## config.mk

```make
export PLATFORM = sky130hd
export DESIGN_NAME = csa_seq_adder_ctrl
export DESIGN_NICKNAME = d
export VERILOG_FILES = /design/src/rtl/csa_seq_adder_ctrl.sv
export SDC_FILE = /design/constraint.sdc
export NUM_CORES = 1
export LEC_CHECK = 0
export BUFFER_PORTS_ARGS = -buffer_cell sky130_fd_sc_hd__buf_4
export CAP_MARGIN = 15
export CORE_MARGIN = 3
export CORE_UTILIZATION = 45
export DETAILED_ROUTE_END_ITERATION = 16
export PLACE_DENSITY = 0.67
export SKIP_LAST_GASP = 1
export SYNTH_ARGS = -nofsm -noshare
export SYNTH_HDL_FRONTEND = slang
export SYNTH_SLANG_ARGS = --single-unit
```

## constraint.sdc

```tcl
create_clock -name clk -period 5.5 [get_ports clk]
set_input_delay 0.825 -clock clk [delete_from_list [all_inputs] [get_ports clk]]
set_output_delay 0.825 -clock clk [all_outputs]
set_load 0.02 [all_outputs]
```

## src/rtl/csa_seq_adder_ctrl.sv

```systemverilog
// Multi-cycle wide adder/subtractor: one 4-bit carry-select slice is stepped
// across the operands LSB->MSB, with the inter-slice carry held in a register.

module csa_slice4 (
   input  logic [3:0] a,
   input  logic [3:0] b,
   input  logic       cin,
   output logic [3:0] sum,
   output logic       cout,
   output logic       c3
);

   logic [2:0] lo;
   logic [1:0] up0;
   logic [1:0] up1;
   logic [1:0] top0;
   logic [1:0] top1;

   // Upper two bits are precomputed for both carry-in values, then picked by the low-pair carry.
   always_comb begin
      lo   = {1'b0, a[1:0]} + {1'b0, b[1:0]} + {2'b00, cin};
      up0  = {1'b0, a[2]} + {1'b0, b[2]};
      up1  = up0 + 2'b01;
      top0 = {1'b0, a[3]} + {1'b0, b[3]} + {1'b0, up0[1]};
      top1 = {1'b0, a[3]} + {1'b0, b[3]} + {1'b0, up1[1]};
      if (lo[2]) begin
         sum  = {top1[0], up1[0], lo[1:0]};
         cout = top1[1];
         c3   = up1[1];
      end else begin
         sum  = {top0[0], up0[0], lo[1:0]};
         cout = top0[1];
         c3   = up0[1];
      end
   end

endmodule

module csa_seq_adder_ctrl #(
   parameter int WIDTH  = 32,
   parameter int NSLICE = WIDTH / 4
) (
   input  logic             clk,
   input  logic             rst_n,
   input  logic             req_valid,
   output logic             req_ready,
   input  logic [WIDTH-1:0] op_a,
   input  logic [WIDTH-1:0] op_b,
   input  logic             op_sub,
   input  logic             flush,
   output logic             res_valid,
   input  logic             res_ready,
   output logic [WIDTH-1:0] res_sum,
   output logic             res_cout,
   output logic             res_ovf,
   output logic             res_zero,
   output logic             busy
);

   localparam int IDXW = (NSLICE > 1) ? $clog2(NSLICE) : 1;
   localparam logic [IDXW-1:0] LAST_IDX = IDXW'(NSLICE - 1);

   typedef enum logic [1:0] {
      IDLE,
      RUN,
      DONE
   } state_t;

   state_t           state;
   logic [WIDTH-1:0] a_reg;
   logic [WIDTH-1:0] b_reg;
   logic [WIDTH-1:0] sum_reg;
   logic [IDXW-1:0]  idx;
   logic             carry;
   logic             c_msb;
   logic             zero_reg;
   logic             valid_reg;

   logic [3:0]       sl_a;
   logic [3:0]       sl_b;
   logic [3:0]       sl_sum;
   logic             sl_cout;
   logic             sl_c3;
   logic [WIDTH-1:0] sum_next;

   // The zero flag must see the final nibble, so it is taken from the merged next sum.
   always_comb begin
      sl_a     = a_reg[{idx, 2'b00} +: 4];
      sl_b     = b_reg[{idx, 2'b00} +: 4];
      sum_next = sum_reg;
      sum_next[{idx, 2'b00} +: 4] = sl_sum;
   end

   csa_slice4 u_slice (
      .a    (sl_a),
      .b    (sl_b),
      .cin  (carry),
      .sum  (sl_sum),
      .cout (sl_cout),
      .c3   (sl_c3)
   );

   always_ff @(posedge clk or negedge rst_n) begin
      if (!rst_n) begin
         state     <= IDLE;
         a_reg     <= '0;
         b_reg     <= '0;
         sum_reg   <= '0;
         idx       <= '0;
         carry     <= 1'b0;
         c_msb     <= 1'b0;
         zero_reg  <= 1'b0;
         valid_reg <= 1'b0;
      end else if (flush && (state != IDLE)) begin
         state     <= IDLE;
         valid_reg <= 1'b0;
         idx       <= '0;
      end else begin
         case (state)
            IDLE: begin
               if (req_valid && req_ready) begin
                  a_reg <= op_a;
                  b_reg <= op_b ^ {WIDTH{op_sub}};
                  carry <= op_sub;
                  idx   <= '0;
                  state <= RUN;
               end
            end
            RUN: begin
               sum_reg <= sum_next;
               carry   <= sl_cout;
               if (idx == LAST_IDX) begin
                  c_msb     <= sl_c3;
                  zero_reg  <= (sum_next == '0);
                  valid_reg <= 1'b1;
                  idx       <= '0;
                  state     <= DONE;
               end else begin
                  idx <= idx + 1'b1;
               end
            end
            DONE: begin
               if (res_ready) begin
                  valid_reg <= 1'b0;
                  state     <= IDLE;
               end
            end
            default: begin
               state     <= IDLE;
               valid_reg <= 1'b0;
            end
         endcase
      end
   end

   assign req_ready = (state == IDLE) & ~flush;
   assign busy      = (state != IDLE);
   assign res_valid = valid_reg;
   assign res_sum   = sum_reg;
   assign res_cout  = carry;
   assign res_ovf   = carry ^ c_msb;
   assign res_zero  = zero_reg;

endmodule

```

* Word level (Yosys, flattened, before mapping) *
Index checks and enable logic that the tools add are counted.

storage, ports and cells
  register bits after elaboration = 105
  output and inout bits = 38
  logic and storage cells = 68

operators by class
  add/sub/neg operators = 9
  equal/unequal tests = 8
  shifts and indexed selects = 4
  muxes and demuxes = 19
  bitwise gates (word level) = 5
  reduce and logical (&&, ||, !) cells = 14

operators by type and width
  cell                                                                     count
  32-bit by 6-bit indexed part select with 4-bit output                    2
  32-bit bitwise mux                                                       1
  32-bit zero test                                                         1
  4-bit by 7-bit variable shift with 32-bit output (first input constant)  1
  4-bit by 7-bit indexed part select with 32-bit output                    1
  32-bit bitwise XOR                                                       1
  3-bit AND reduction                                                      5
  3-bit 2-to-1 mux                                                         3
  3-bit != test (second input constant)                                    3
  2-bit 2-to-1 mux                                                         4
  5-bit negation with 7-bit output                                         1
  1-bit 2-to-1 mux                                                         6
  2-bit one-hot mux with 3 select lines                                    1
  3-bit one-hot mux with 2 select lines                                    1
  1-bit by 1-bit adder with 2-bit output                                   2
  2-bit by 1-bit adder with 2-bit output                                   2
  4-bit 2-to-1 mux                                                         1
  2-bit != test (second input constant)                                    2
  2-bit AND reduction                                                      2
  2-bit nonzero test                                                       2
  2-bit by 2-bit adder with 3-bit output                                   1
  3-bit by 1-bit adder with 3-bit output                                   1
  3-bit by 1-bit adder with 3-bit output (second input constant)           1
  3-bit equality test (second input constant)                              1
  11 further kinds                                                         13

* Depth between registers and ports, before layout *
  depth after elaboration = 8
  gate-level depth with buffers = 15
  gate-level depth less buffers = 13

* Hierarchy *
From an unflattened synthesis, not the netlist that was laid out.

second synthesis, totals
  cells, all modules = 465
  area total of the unflattened synthesis = 5,418.9 um^2

by module, submodules not included
  module              instances  cells each  area an instance (um^2)  sequential area each (um^2)
  csa_seq_adder_ctrl  1          446         5,243.8                  2,627.5
  csa_slice4          1          19          175.2                    0.0

* Least setup slack after synthesis *
Ideal clock, no wire load.

  path kind = register -> register
  start point = register idx[0]
  end point = register zero_reg, in the netlist res_zero
  data arrival time = 4.011 ns
  setup slack = 1.398 ns
  stages on the path, launching flop included = 16
  buffers on the path = 3
  clock period less this slack = 4.102 ns
  cells stage by stage = dfrtp_1 > clkbuf_1 > clkbuf_1 > mux4_2 > nand2_1 > nand2_1 > fa_1 > inv_1 > fa_1 > buf_2 > xor2_1 > nor2_1 > a22oi_1 > nand3_1 > or4_4 > o31ai_2

on the way
  longest elaborated chain between the ends = 8

RTL lines
  element                                                                   line    RTL
  start, declared                                                           73      logic [IDXW-1:0] idx;
  start signal, assigned                                                    139     idx <= idx + 1'b1;
  32-bit by 6-bit indexed part select with 4-bit output (on tied branches)  88, 89
  1-bit by 1-bit adder with 2-bit output                                    22      up0 = {1'b0, a[2]} + {1'b0, b[2]};
  2-bit by 1-bit adder with 2-bit output                                    23      up1 = up0 + 2'b01;
  2-bit by 1-bit adder with 2-bit output                                    25      top1 = {1'b0, a[3]} + {1'b0, b[3]} + {1'b0, up1[1]};
  4-bit 2-to-1 mux                                                          26      if (lo[2]) begin
  4-bit by 7-bit indexed part select with 32-bit output                     91      sum_next[{idx, 2'b00} +: 4] = sl_sum;
  32-bit bitwise mux                                                        91
  32-bit zero test                                                          134     zero_reg <= (sum_next == '0);
  end signal, assigned                                                      134
  end, declared                                                             76      logic zero_reg;

Parallel ways exist; a longest one is shown, timed or not.
A chain may end at the register's enable or synchronous reset.

* Worst setup path in the final report *
  start point = register idx[1]
  end point = register zero_reg, in the netlist res_zero

The elaborated chain is that of the path after synthesis.

==> impl_metrics.ini <==
[clocking]
cts-resized-gates = 0
cts_buffer_depth = 2
cts_made_buffers = 9
postCtsSetupRepairBufs = 0
clk_pin_slew_ns = 0.07
cts_tree = built
cts_num_sinks = 105
clkLatencyLatePin_ns = 0.34
ctsRootBufferMaster = clkbuf_16
ctsHoldBuffers = 0
htree_num_levels = 3

[yosys]
synth_ff_type = dfrtp_1
yosysWarnings = 0
synthCells = 506
synth-seq-cells = 105
synth_seq_area_share_pct = 47.1
syn_area_per_cell_um2 = 11.0
syn_area_mm2 = 0.00558
netlist-cell-type-count = 54
synth_nets = 589
async_flop_share_pct = 100
synth_edf_count = 0

[grt]
grt_pass1_wl_um = 22400
use_met2_pct = 34.8
first_global_vias = 4351
antenna_found_initial = 0
grt_usage_pct = 20.1
grt_max_degree = 98
grtUsageMet1_pct = 26.3
overflow = 0
gr-max-usage-layer = met2
use_met3_pct = 3.71

[floorplanning]
core_area_mm2 = 0.0121
placementRows = 40
die-area_mm2 = 0.0138
die_w_um = 117
start_util_pct = 46.2
die_h_um = 117
top_level_ports = 108

[sta]
layout_min_cycle_time_ns = 4.34
finalHoldViolCount = 0
final.setup.tns_ns = 0
post-route-period-util_pct = 78.9
max-slew-margin-rel_pct = 25.2
worstMarginPinSlew_ns = 1.12
timing.final.ws_setup_ns = 1.16
drv_slew = 0
finalSetupViolations = 0
fin_skew_ns = 0.00862
clock.fmax_mhz = 230
rsz0062_at_grt = false

[setup_path]
cp-startpoint = idx[1]
cp-end-kind = flop
critPathLaunchType = flop
arrival_ns = 4.59
critPathKind = flop to flop
critPathMaxFanout = 27
timing.rr.start = idx[1]
required_ns = 5.75

[run]
drv_cap = 0

[place]
io_buffers = 107
dp.final_hpwl_um = 9960
pre_cts_ws_ns = 1.07
globalplace.congestion = 0.897

[layout]
area_delta_synth_final_pct = 23.0
num-nets-final = 686
drive_gt1_share_pct = 35.2
diodes = 0
postLayoutCoreUtil_pct = 56.9

[drt]
vias_per_cell = 5.44
first_pass_iters = 5
remaining_drc_errors = 0
vias = 4219
drt_iter0_drc = 276
finalWirelength_um = 13500
wl_per_cell_um = 17.4
ant_nets = 0

[power]
p_leak_nw = 3.07
powerDensity_mw_per_mm2 = 357
ir_drop_mv = 0.160

[min_path]
worstHoldPathType = input port to asynchronous set/reset pin

[status]
status = complete, no violations
cells by family after synthesis:
| group | count (synthesis) | synth area share (%) |
|---|---|---|
| DFF | 105 | 47.1 |
| muxes | 83 | 19.8 |
| buffers and inverters | 43 | 3.12 |
| AOI/OAI and AO/OA | 75 | 7.97 |
| adders and majority gates | 13 | 3.46 |
| and+or+nand+nor | 153 | 13.2 |
| xor gates and xnor gates | 34 | 5.34 |
metal layers:
metal / routed length [um] / part of all wire, % / up-vias
li1: - / - / 1968
met1: 5840 / 43 / 2106
met2: 6970 / 52 / 134
met3: 591 / 4.4 / 11
met4: 104 / 0.77 / 0
met5: 0 / 0 / -
stage by stage:
stage	cell area [um2]	hold WS, ns	std cells	power, mW
5_1_grt	6860	0.459	776	2.59
3_5_place_dp	6510	0.464	759	1.77
2_1_floorplan	5580	0.469	506	1.49
6_report	6860	0.436	776	2.45
3_3_place_gp	6510	0.462	759	1.75
4_1_cts	6830	0.458	775	2.46
cell usage in the layout, fill, tap and decap left out, types with 13 or more instances in the layout:
cell / n
o21ai_0: 13
mux2_2: 60
a21oi_1: 38
dfrtp_1: 105
inv_1: 16
nand2_1: 40
nor2_1: 66
xnor2_1: 32
buf_4: 111
mux4_2: 16
Yosys cell counts (9+ instances only):
cell / instances / share of area, %
nor2_1: 66 / 4.4
ha_1: 9 / 2.0
dfrtp_1: 105 / 47
o21ai_0: 13 / 1.2
mux4_2: 16 / 6.5
mux2_2: 60 / 12
clkbuf_1: 17 / 1.1
a21oi_1: 38 / 3.4
xnor2_1: 32 / 5.0
nand2_1: 40 / 2.7
inv_1: 16 / 1.1
path summary, 6_finish.rpt:
| path | to | slack [ns] | cells after the start |
|---|---|---|---|
| min in group clk | res_valid | 0.47 | 2 |
| max in group asynchronous | b_reg[1] | 3.82 | 2 |
| worst max register to register | res_zero | 1.16 | 12 |
| worst max-delay path | res_zero | 1.16 | 12 |
| worst min register to register | res_valid | 0.47 | 2 |
| worst min-delay path | state[1] | 0.44 | 1 |
final cells by class:
| type | count | area (um2) |
|---|---|---|
| Multi-Input combinational cell | 358 | 2780 |
| Fill cell | 1046 | 5200 |
| Inverter | 17 | 63.8 |
| Sequential cell | 105 | 2630 |
| Tap cell | 168 | 210 |
| Clock buffer | 10 | 229 |
| Clock inverter | 6 | 90.1 |
| Timing Repair Buffer | 112 | 861 |
power by group:
group          leakage, nW  internal (mW)  total, mW  switching [mW]
clock network        0.153          0.401      0.686           0.285
logic                 1.63          0.356      0.781           0.425
registers             1.28          0.891      0.981          0.0899
critical path: stages, from the launching register on:
cell	delay [ns]
dfrtp_1	1.08
mux4_2	0.42
nand2_1	0.09
nand2_1	0.08
fa_1	0.39
inv_1	0.08
fa_1	0.37
xor2_1	0.56
nor2_1	0.14
a22oi_1	0.19
nand3_1	0.10
or4_4	0.53
o31ai_2	0.22
Power figures use the tool's default switching activity.
